==> src/rtl/mtimer_periph_pkg.sv <==
// mtimer_pkg: shared constants and types for the machine-timer peripheral.
//   Register byte offsets within the 32-byte window, CTRL bit indices,
//   the word access-size code, and the interrupt FSM state type.
package mtimer_pkg;

    localparam logic [4:0] OFF_MTIME_LO    = 5'h00;
    localparam logic [4:0] OFF_MTIME_HI    = 5'h04;
    localparam logic [4:0] OFF_MTIMECMP_LO = 5'h08;
    localparam logic [4:0] OFF_MTIMECMP_HI = 5'h0C;
    localparam logic [4:0] OFF_CTRL        = 5'h10;
    localparam logic [4:0] OFF_PRESCALE    = 5'h14;
    localparam logic [4:0] OFF_STATUS      = 5'h18;
    localparam logic [4:0] OFF_PERIOD      = 5'h1C;

    localparam int CTRL_EN       = 0;
    localparam int CTRL_PERIODIC = 1;
    localparam int CTRL_IE       = 2;

    localparam logic [2:0] MEM_WORD = 3'b010;

    typedef enum logic [1:0] {IDLE, RUN, FIRED} tmr_state_e;

endpackage

==> src/rtl/mtimer_periph_if.sv <==
// mtimer_periph_if: processor data-memory load/store bus as seen by the timer.
//   master: rd_en, wr_en, addr, wdata, mem_mode out; rdata, hit in
//   slave : the reverse (the timer is the responder)
interface mtimer_periph_if;
    logic        rd_en;
    logic        wr_en;
    logic [31:0] addr;
    logic [31:0] wdata;
    logic [2:0]  mem_mode;
    logic [31:0] rdata;
    logic        hit;

    modport master (output rd_en, wr_en, addr, wdata, mem_mode, input rdata, hit);
    modport slave  (input rd_en, wr_en, addr, wdata, mem_mode, output rdata, hit);
endinterface

==> src/rtl/mtimer_periph_tick_gen.sv <==
// tick_gen: prescaler for the mtime counter.
//   clk, rst (async active-low), en (counting enable), prescale (period-1)
//   tick: one-cycle pulse every prescale+1 enabled cycles
module tick_gen #(
    parameter int PRESC_W = 16
) (
    input  logic               clk,
    input  logic               rst,
    input  logic               en,
    input  logic [PRESC_W-1:0] prescale,
    output logic               tick
);
    logic [PRESC_W-1:0] cnt_q, cnt_d;

    // >= so a PRESCALE lowered below the running count restarts the period
    // instead of wrapping the whole counter.
    assign tick  = en & (cnt_q >= prescale);
    assign cnt_d = (!en || tick) ? '0 : cnt_q + {{(PRESC_W-1){1'b0}}, 1'b1};

    always_ff @(posedge clk or negedge rst) begin
        if (!rst) cnt_q <= '0;
        else      cnt_q <= cnt_d;
    end
endmodule

==> src/rtl/mtimer_periph.sv <==
// mtimer_periph: memory-mapped machine timer with prescaler, 64-bit compare
// and one-shot/periodic interrupt.
//   clk, rst (async active-low)
//   bus    : load/store responder (combinational rdata, hit decode)
//   t_intr : timer interrupt, PEND & IE from flops
module mtimer_periph
    import mtimer_pkg::*;
#(
    parameter logic [31:0] BASE_ADDR = 32'h0000_4000,
    parameter int          PRESC_W   = 16
) (
    input  logic             clk,
    input  logic             rst,
    mtimer_periph_if.slave   bus,
    output logic             t_intr
);
    logic [63:0]        mtime_q, mtime_d, cmp_q, cmp_d, mtime_inc;
    logic [31:0]        shadow_q, shadow_d, period_q, period_d, rdata_c;
    logic [2:0]         ctrl_q, ctrl_d;
    logic [PRESC_W-1:0] presc_q, presc_d;
    logic               pend_q, pend_d, t_intr_q;
    tmr_state_e         state_q;
    logic [4:0]         off;
    logic               tick, match, wr_ok, rd_ok, fire, pend_clr, cmp_wr, en;

    tick_gen #(.PRESC_W(PRESC_W)) u_tick (
        .clk      (clk),
        .rst      (rst),
        .en       (ctrl_q[CTRL_EN]),
        .prescale (presc_q),
        .tick     (tick)
    );

    assign en        = ctrl_q[CTRL_EN];
    assign bus.hit   = (bus.addr[31:5] == BASE_ADDR[31:5]);
    assign off       = {bus.addr[4:2], 2'b00};
    assign wr_ok     = bus.wr_en & bus.hit & (bus.mem_mode == MEM_WORD);
    assign rd_ok     = bus.rd_en & bus.hit;
    assign match     = (mtime_q >= cmp_q);
    assign fire      = (state_q == RUN) & en & match;
    assign pend_clr  = wr_ok & (off == OFF_STATUS) & bus.wdata[0];
    assign cmp_wr    = wr_ok & ((off == OFF_MTIMECMP_LO) | (off == OFF_MTIMECMP_HI));
    assign mtime_inc = mtime_q + 64'(tick);
    assign t_intr    = t_intr_q;
    assign bus.rdata = rdata_c;

    // Bus writes override the increment / periodic reload for the written
    // half only; a LO write keeps the old HI, so no carry leaks through.
    always_comb begin
        mtime_d  = mtime_inc;
        cmp_d    = (fire & ctrl_q[CTRL_PERIODIC]) ? cmp_q + {32'b0, period_q} : cmp_q;
        ctrl_d   = ctrl_q;
        presc_d  = presc_q;
        period_d = period_q;
        shadow_d = (rd_ok && off == OFF_MTIME_LO) ? mtime_q[63:32] : shadow_q;
        if (wr_ok) begin
            case (off)
                OFF_MTIME_LO:    mtime_d        = {mtime_q[63:32], bus.wdata};
                OFF_MTIME_HI:    mtime_d[63:32] = bus.wdata;
                OFF_MTIMECMP_LO: cmp_d[31:0]    = bus.wdata;
                OFF_MTIMECMP_HI: cmp_d[63:32]   = bus.wdata;
                OFF_CTRL:        ctrl_d         = bus.wdata[2:0];
                OFF_PRESCALE:    presc_d        = bus.wdata[PRESC_W-1:0];
                OFF_PERIOD:      period_d       = bus.wdata;
                default: ;
            endcase
        end
        pend_d = fire | (pend_q & ~pend_clr);   // set beats W1C
    end

    always_comb begin
        rdata_c = '0;
        if (rd_ok) begin
            case (off)
                OFF_MTIME_LO:    rdata_c = mtime_q[31:0];
                OFF_MTIME_HI:    rdata_c = shadow_q;
                OFF_MTIMECMP_LO: rdata_c = cmp_q[31:0];
                OFF_MTIMECMP_HI: rdata_c = cmp_q[63:32];
                OFF_CTRL:        rdata_c = {29'b0, ctrl_q};
                OFF_PRESCALE:    rdata_c = 32'(presc_q);
                OFF_STATUS:      rdata_c = {31'b0, pend_q};
                OFF_PERIOD:      rdata_c = period_q;
                default:         rdata_c = '0;
            endcase
        end
    end

    always_ff @(posedge clk or negedge rst) begin
        if (!rst) begin
            mtime_q  <= '0;
            cmp_q    <= '1;
            ctrl_q   <= '0;
            presc_q  <= '0;
            period_q <= '0;
            shadow_q <= '0;
            pend_q   <= 1'b0;
            t_intr_q <= 1'b0;
            state_q  <= IDLE;
        end else begin
            mtime_q  <= mtime_d;
            cmp_q    <= cmp_d;
            ctrl_q   <= ctrl_d;
            presc_q  <= presc_d;
            period_q <= period_d;
            shadow_q <= shadow_d;
            pend_q   <= pend_d;
            t_intr_q <= pend_d & ctrl_d[CTRL_IE];
            if (!en) state_q <= IDLE;
            else begin
                case (state_q)
                    IDLE:    state_q <= RUN;
                    RUN:     if (match && !ctrl_q[CTRL_PERIODIC]) state_q <= FIRED;
                    FIRED:   if (pend_clr || cmp_wr) state_q <= RUN;
                    default: state_q <= IDLE;
                endcase
            end
        end
    end
endmodule

==> src/flat_wrapper.sv <==
// flat-port wrapper written by rule: the top's interface ports become plain ports
module mtimer_periph_flat import mtimer_pkg::*;
#(
    parameter logic [31:0] BASE_ADDR = 32'h0000_4000,
    parameter int          PRESC_W   = 16
)
  (clk, rst, t_intr, bus_rd_en, bus_wr_en, bus_addr, bus_wdata, bus_mem_mode, bus_rdata, bus_hit);
  mtimer_periph_if bus_i ();
  input  logic clk;
  input  logic rst;
  output logic t_intr;
  input wire logic [$bits(bus_i.rd_en)-1:0] bus_rd_en;
  input wire logic [$bits(bus_i.wr_en)-1:0] bus_wr_en;
  input wire logic [$bits(bus_i.addr)-1:0] bus_addr;
  input wire logic [$bits(bus_i.wdata)-1:0] bus_wdata;
  input wire logic [$bits(bus_i.mem_mode)-1:0] bus_mem_mode;
  output wire logic [$bits(bus_i.rdata)-1:0] bus_rdata;
  output wire logic [$bits(bus_i.hit)-1:0] bus_hit;
  assign bus_i.rd_en = bus_rd_en;
  assign bus_i.wr_en = bus_wr_en;
  assign bus_i.addr = bus_addr;
  assign bus_i.wdata = bus_wdata;
  assign bus_i.mem_mode = bus_mem_mode;
  assign bus_rdata = bus_i.rdata;
  assign bus_hit = bus_i.hit;
  mtimer_periph #(.BASE_ADDR(BASE_ADDR), .PRESC_W(PRESC_W)) u_core (.clk(clk), .rst(rst), .bus(bus_i), .t_intr(t_intr));
endmodule
==> config.mk <==
export PLATFORM = sky130hd
export DESIGN_NAME = mtimer_periph_flat
export DESIGN_NICKNAME = d
export VERILOG_FILES = /design/src/rtl/mtimer_periph_pkg.sv /design/src/rtl/mtimer_periph_if.sv /design/src/rtl/mtimer_periph_tick_gen.sv /design/src/rtl/mtimer_periph.sv /design/src/flat_wrapper.sv
export SDC_FILE = /design/constraint.sdc
export NUM_CORES = 1
export LEC_CHECK = 0
export BUFFER_PORTS_ARGS = -buffer_cell sky130_fd_sc_hd__buf_2
export CORE_MARGIN = 2
export CORE_UTILIZATION = 25
export DETAILED_ROUTE_END_ITERATION = 7
export GPL_TIMING_DRIVEN = 0
export HOLD_SLACK_MARGIN = 0.02
export PLACE_DENSITY = 0.38
export SYNTH_ARGS = -nofsm -noshare
export SYNTH_HDL_FRONTEND = slang
export SYNTH_SLANG_ARGS = --single-unit
==> constraint.sdc <==
create_clock -name clk -period 5 [get_ports clk]
set_input_delay 0.5 -clock clk [delete_from_list [all_inputs] [get_ports clk]]
set_output_delay 0.5 -clock clk [all_outputs]
set_load 0.01 [all_outputs]
* After elaboration in Yosys (flattened, before gate mapping)
Index checks and enable logic that the tools add are counted. W data, S select, Z words.
Storage, ports and cells: input port bits 71, register bits after elaboration 231
Operators by class: magnitude comparators 2, add/sub/neg operators 3, multiplexer cells 16, reductions and logical operators 12, bitwise logic cells 15, eq/ne operators 14
Operators by type and width (count):
- $pmux W32 S8 | 1
- $mux W64 | 3
- $mux W32 | 4
- $add A64 B1 Y64 | 1
- $add A64 B32 Y64 | 1
- $ge A64 B64 Y1 | 1
- $pmux W32 S2 | 1
- $eq A27 B10 Y1 const B | 1
- $add A16 B1 Y16 const B | 1
- $ge A16 B16 Y1 | 1
- $mux W16 | 1
- $and A1 B1 Y1 | 12
- $eq A3 B3 Y1 const B | 4
- $eq A3 B2 Y1 const B | 3
- $reduce_and A2 Y1 | 4
- $mux W2 | 3
- $mux W3 | 2
- $ne A3 B3 Y1 const B | 2
- $pmux W2 S3 | 1
- $logic_not A5 Y1 | 1
- $eq A3 B1 Y1 const B | 1
- $eq A2 B1 Y1 const B | 1
- $eq A2 B2 Y1 const B | 1
- $logic_and A1 B1 Y1 | 2
- 6 further kinds | 9

* Logic depth before layout (Yosys ltp)
depth after elaboration 9, mapped depth 22, depth with buffers taken out 22

* By module
A second synthesis with hierarchy kept.
Unflattened totals: cells, all modules 1914, area, all modules 16343.2 µm²
By module, submodules not included:
- mtimer_periph | area each 15120.8 µm², cells an instance 1784, instances 1
- tick_gen | area each 1222.4 µm², cells an instance 130, instances 1

* Least setup slack after synthesis
No wires, ideal clock.
kind flip-flop to flip-flop, from register u_core.u_tick.cnt_q[0], to register u_core.mtime_q[56], arrival 4.142 ns, path slack 0.781 ns, buffers on the path 0, period minus slack after synthesis 4.219 ns, library setup time 0.077 ns, data required time 4.923 ns, cell stages (with the launch flop) 22, cell sequence dfrtp_1 > inv_1 > ha_1 > nand2b_1 > a21o_1 > a21o_1 > a21o_1 > a21o_1 > a21o_1 > a211oi_1 > o31ai_1 > and3_1 > ha_1 > ha_1 > and3_1 > nand3_1 > nor4b_2 > nand3_1 > or4_1 > a21oi_1 > nor2_1 > a21oi_1
On the way: word-level cells in the longest chain between the ends 5
Ends and longest elaborated chain:
- from (decl) | RTL line mtimer_periph_tick_gen.sv:13 | logic [PRESC_W-1:0] cnt_q, cnt_d;
- from (signal assigned) | RTL line mtimer_periph_tick_gen.sv:22 | else cnt_q <= cnt_d;
- $ge A16 B16 Y1 * | RTL line mtimer_periph_tick_gen.sv:17 | assign tick = en & (cnt_q >= prescale);
- $and A1 B1 Y1 * | RTL line mtimer_periph_tick_gen.sv:17
- $add A64 B1 Y64 * | RTL line mtimer_periph.sv:43 | assign mtime_inc = mtime_q + 64'(tick);
- $pmux W32 S2 | RTL line mtimer_periph.sv:57 | case (off)
- $mux W64 * | RTL line mtimer_periph.sv:56 | if (wr_ok) begin
- to (signal assigned) | RTL line mtimer_periph.sv:100 | mtime_q <= mtime_d;
- to (decl) | RTL line mtimer_periph.sv:17 | logic [63:0] mtime_q, mtime_d, cmp_q, cmp_d, mtime_inc;
Every way passes the cells marked *; elsewhere a longest branch is shown, timed or not. A chain may end at the register's enable or synchronous reset.

* Worst setup path in the final report
from register u_core.u_tick.cnt_q[0], to register u_core.mtime_q[55]
Same word-level chain as after synthesis.

==> results <==
- The type of the most critical hold path is primary input to register.
- In this run, synthesis produced a sequential element count of 231.
- STA puts the critical path data required time at 5.44 ns.
- The max-slew violation total from the final report is 0.
- From synthesis to final layout, the design area changed by 17.56%.
- The highest cell delay on the worst timing path is 0.42 ns.
- The instance count after placement with tap cells included is 2,836.
- The worst setup path is launched from a register.
- The final routed wire length divided by cell count is 25.28 um.
- The count of max-cap constraint violations is 0.
- Setup total negative slack on the finished layout was measured at 0 ns.
- Among all stages on the critical path, the largest delay is contributed by dfrtp_1.
- The clock skew after layout is 0.01765 ns.
- CTS saw 231 sinks.
- The DRC violations left is 0.
- Setup violations remaining at the end of the flow were counted as 0.
- For this run, the number of standard cells in the final layout without fillers is 2,899.
- The initial detailed-routing violation count is 1,302.
- Cells with a size suffix above 1 make up 17.81% of the layout.
- The end of the worst register-to-register path is u_core.mtime_q[55].
- The net count reported at finish is 2,207.
- The type of element capturing the critical path is a register.
- The first-pass GRT wire length is 107.1 mm.
- The number of nets still failing antenna checks after routing is 0.
- Of the available clock period, the critical path in the final layout requires 92.45%.
- The post-synthesis cell type count is 80.
- In this run the tightest slew margin relative to its limit is 13.98%.
- Setup repair after global routing left no endpoint under its margin.
- The clock-pin transition on the worst setup and hold timing paths is 0.06 ns.
- The worst hold path was traced through 3 stages.
- The depth of the worst register-to-register path is 21.
- In this run the critical register-to-register path is launched from u_core.u_tick.cnt_q[0].
- The worst setup path is of the register to register kind.
- The share of the synthesized area in the top cell type is 25.45%.
- The actual transition at the worst max-transition pin is 1.280 ns.
- Of all flip-flops after synthesis, the portion carrying an async set or reset was 100.0%.
- The cell leakage power is 9.134 nW.
- The flow ran to the end, and the final reports show no timing, DRC or antenna violations.
- For flop-to-flop paths, the worst setup slack is 0.38 ns.
- The number of CTS-inserted buffers is 30.
- The synthesized net count is 2,064.
- After routing the design area is 19,300 sq um.
- The end of the worst hold path is u_core.cmp_q[59].
- The full die area is 67,740 sq um.
- Final hold analysis gives a worst-case slack of 0.2546 ns.
- The maximum number of pins on one net before global-route repair is 106.
- The worst path arrival time is 5.07 ns.
- Row generation in the floorplan step produced 93 rows.
- The number of H-tree branching levels is 1.
- The top-level I/O count is 105.
- At the end of routability-driven placement, the weighted congestion stood at 0.9108.
- The first detailed-routing pass took 5 iterations.
- The via-per-instance ratio is 5.242.
- Sequential cells were found to cover 35.69% of the synthesized design area.
- In the synthesized netlist, the cells that appear most often are nand2_1, dfrtp_1, nor2_1.
- The via count of the first global-routing pass is 15.16k.
- Once the floorplan was initialized, standard cells occupied 25.38% of the core.
- Dividing total power by cell area gives a power density of 238.4 nW/um^2.
- The total of buffers placed on input and output ports is 101.
- For this block, the routed nets add up to 73.29 mm of wire.
- Overall power consumption after layout is estimated at 0.004602 W.
- The horizontal die dimension is 260.3 um.
- The number of hold violations in the final report was 0.
- The source of the worst hold timing path is bus_wdata[27].
- The worst vdd rail ir drop is 0.2465 mV.
- The combined global-route utilization of all metal layers is 21.55%.
- The CTS tree is done.
- The largest total area in the synthesized netlist belongs to dfrtp_1.
- In the synthesized netlist the dominant register cell turns out to be dfrtp_1.
- nand2_1 is the most common cell in the netlist.
- The core region is 64,700 sq um.
- In this run the deepest clock path goes through 3 buffers.
- The most numerous cell on the critical path is a21o_1.
- Ranked by total cell area, the synthesized netlist is headed by dfrtp_1, dfstp_2, ha_1.
- The via total after detailed routing is 15.20k.
- For the finished layout, the period the worst path requires is 4.623 ns.
- The number of antenna violations at the first check in global routing is 3.
- Dividing the synthesized area by the synthesized cell count gives 8.748 sq um.
- The placed instances occupy a cell area of 18,080 sq um.
- 0 antenna diodes ended up in the layout.
- The y dimension of the die is 260.3 um.
- The synthesized netlist cell count is 1,877.
- The final HPWL from detailed placement is 58.05 mm.
- For this run, the number of Yosys warnings is 0.
- The critical path goes through inv_1 > ha_1 > nand2b_1 > a21o_1 > a21o_1 > a21o_1 > a21o_1 > a21o_1 > a211oi_1 > o31ai_4 > and3_1 > ha_1 > and3_1 > nand4_1 > nor3_4 > buf_4 > nand4_1 > nor2_1 > nand3_1 > o22ai_1 > a21oi_1.
- The maximum clock frequency is 216.3 MHz.
- The count of flip-flops with a built-in enable after synthesis is 0.
- Clock latency on the worst-skew pair, taken at its later pin, is 0.58 ns.
- The top fanout value on the critical path is 6.
- In this run the cell area of the synthesized design comes to 16,420 sq um.
- The overall overflow remaining after global route is 0.
- Clock tree synthesis selected as its root buffer the cell clkbuf_16.
-- critical path, delay by kind of cell (launching register included) --
kind	cells	cell delay (ns)
compound gates	9	1.21
fa+ha+maj	2	0.50
buf+inv	2	0.27
flops	1	0.42
simple gates	8	2.10
-- placed cells by master (no fill, tap or decap), drive strengths merged, types with 8 or more instances in the layout --
cell type and n:
a211oi 22, a21o 33, a21oi 154, a221oi 10, a22oi 33, a31oi 29
and2 9, and3 34, and4 12, buf 132, clkbuf 109, clkinv 8
dfrtp 167, dfstp 64, ha 115, inv 97, mux2 99, mux2i 35
nand2 205, nand3 79, nand4 30, nor2 156, nor2b 10, nor3 21
nor4 22, o21a 9, o21ai 142, o22ai 26, or3 11, xnor2 42
xor2 39
-- area by class of cell --
class | instances | area (sq um)
Clock inverter | 15 | 237.7
Fill cell | 6960 | 45390
Multi-Input combinational cell | 1458 | 9877
Tap cell | 855 | 1070
Clock buffer | 41 | 893.4
Inverter | 98 | 367.9
Buffer | 90 | 364.1
Sequential cell | 231 | 5861
Timing Repair Buffer | 111 | 633.1
-- cell families (layout without fill, tap and decap cells) --
| logic type | count (synthesis) | count (layout) | share of synthesized area (%) |
|---|---|---|---|
| xor gates and xnor gates | 81 | 81 | 4.321 |
| adders and majority gates | 116 | 116 | 8.885 |
| buffers and inverters | 188 | 355 | 4.458 |
| muxes | 140 | 140 | 9.746 |
| and+or+nand+nor | 614 | 614 | 17.74 |
| AOI/OAI and AO/OA | 507 | 507 | 19.16 |
| DFF | 231 | 231 | 35.69 |
-- metrics by stage --
| step | utilization, % | setup slack, ns |
|---|---|---|
| floorplan | - | 0.7810 |
| global placement | 27.81 | -1.454 |
| detailed placement | 27.94 | -1.102 |
| CTS | 29.81 | 0.06273 |
| global route | 29.84 | 0.04622 |
| finish | 29.84 | 0.3774 |
-- power by group --
group	total (W)	leakage (nW)	internal (W)	switching (W)
sequential	0.00187	2.83	0.00187	0.0000000267
clock	0.00249	0.555	0.00155	0.000939
combinational	0.000237	5.75	0.0000572	0.000180
total	0.00460	9.13	0.00348	0.00112
-- registers in the layout (all words and copies together) (netlist names) --
register             count
u_core.cmp_q            64
u_core.t_intr            1
u_core.mtime_q          64
u_core.ctrl_q            3
u_core.pend_q            1
u_core.period_q         32
u_core.presc_q          16
u_core.u_tick.cnt_q     16
u_core.shadow_q         32
u_core.state_q           2
-- how the worst max path moves through the flow --
stage	from	to	depth (start not counted)
after floorplan	u_core.u_tick.cnt_q[0]	u_core.mtime_q[56]	21
after global placement	u_core.u_tick.cnt_q[0]	u_core.mtime_q[55]	20
after detailed placement	u_core.u_tick.cnt_q[0]	u_core.mtime_q[58]	22
after CTS	u_core.u_tick.cnt_q[0]	u_core.mtime_q[56]	22
after global routing	u_core.u_tick.cnt_q[0]	u_core.mtime_q[57]	22
final	u_core.u_tick.cnt_q[0]	u_core.mtime_q[55]	21
-- routing by layer --
layer	vias to the layer above	global-route usage (%)	wire (um)
li1	7126	-	-
met1	7565	30.56	34130
met2	406	34.92	33670
met3	101	1.641	3301
met4	0	6.444	2192
met5	-	0	0
-- timing repair --
item	in CTS	in global routing
endpoints found under the setup margin	34	19
gates resized for setup	5	1
hold buffers	1	0
setup buffers	4	2
hold endpoints to repair	32	0
pin swaps	2	1
(Power assumes the default switching activity.)
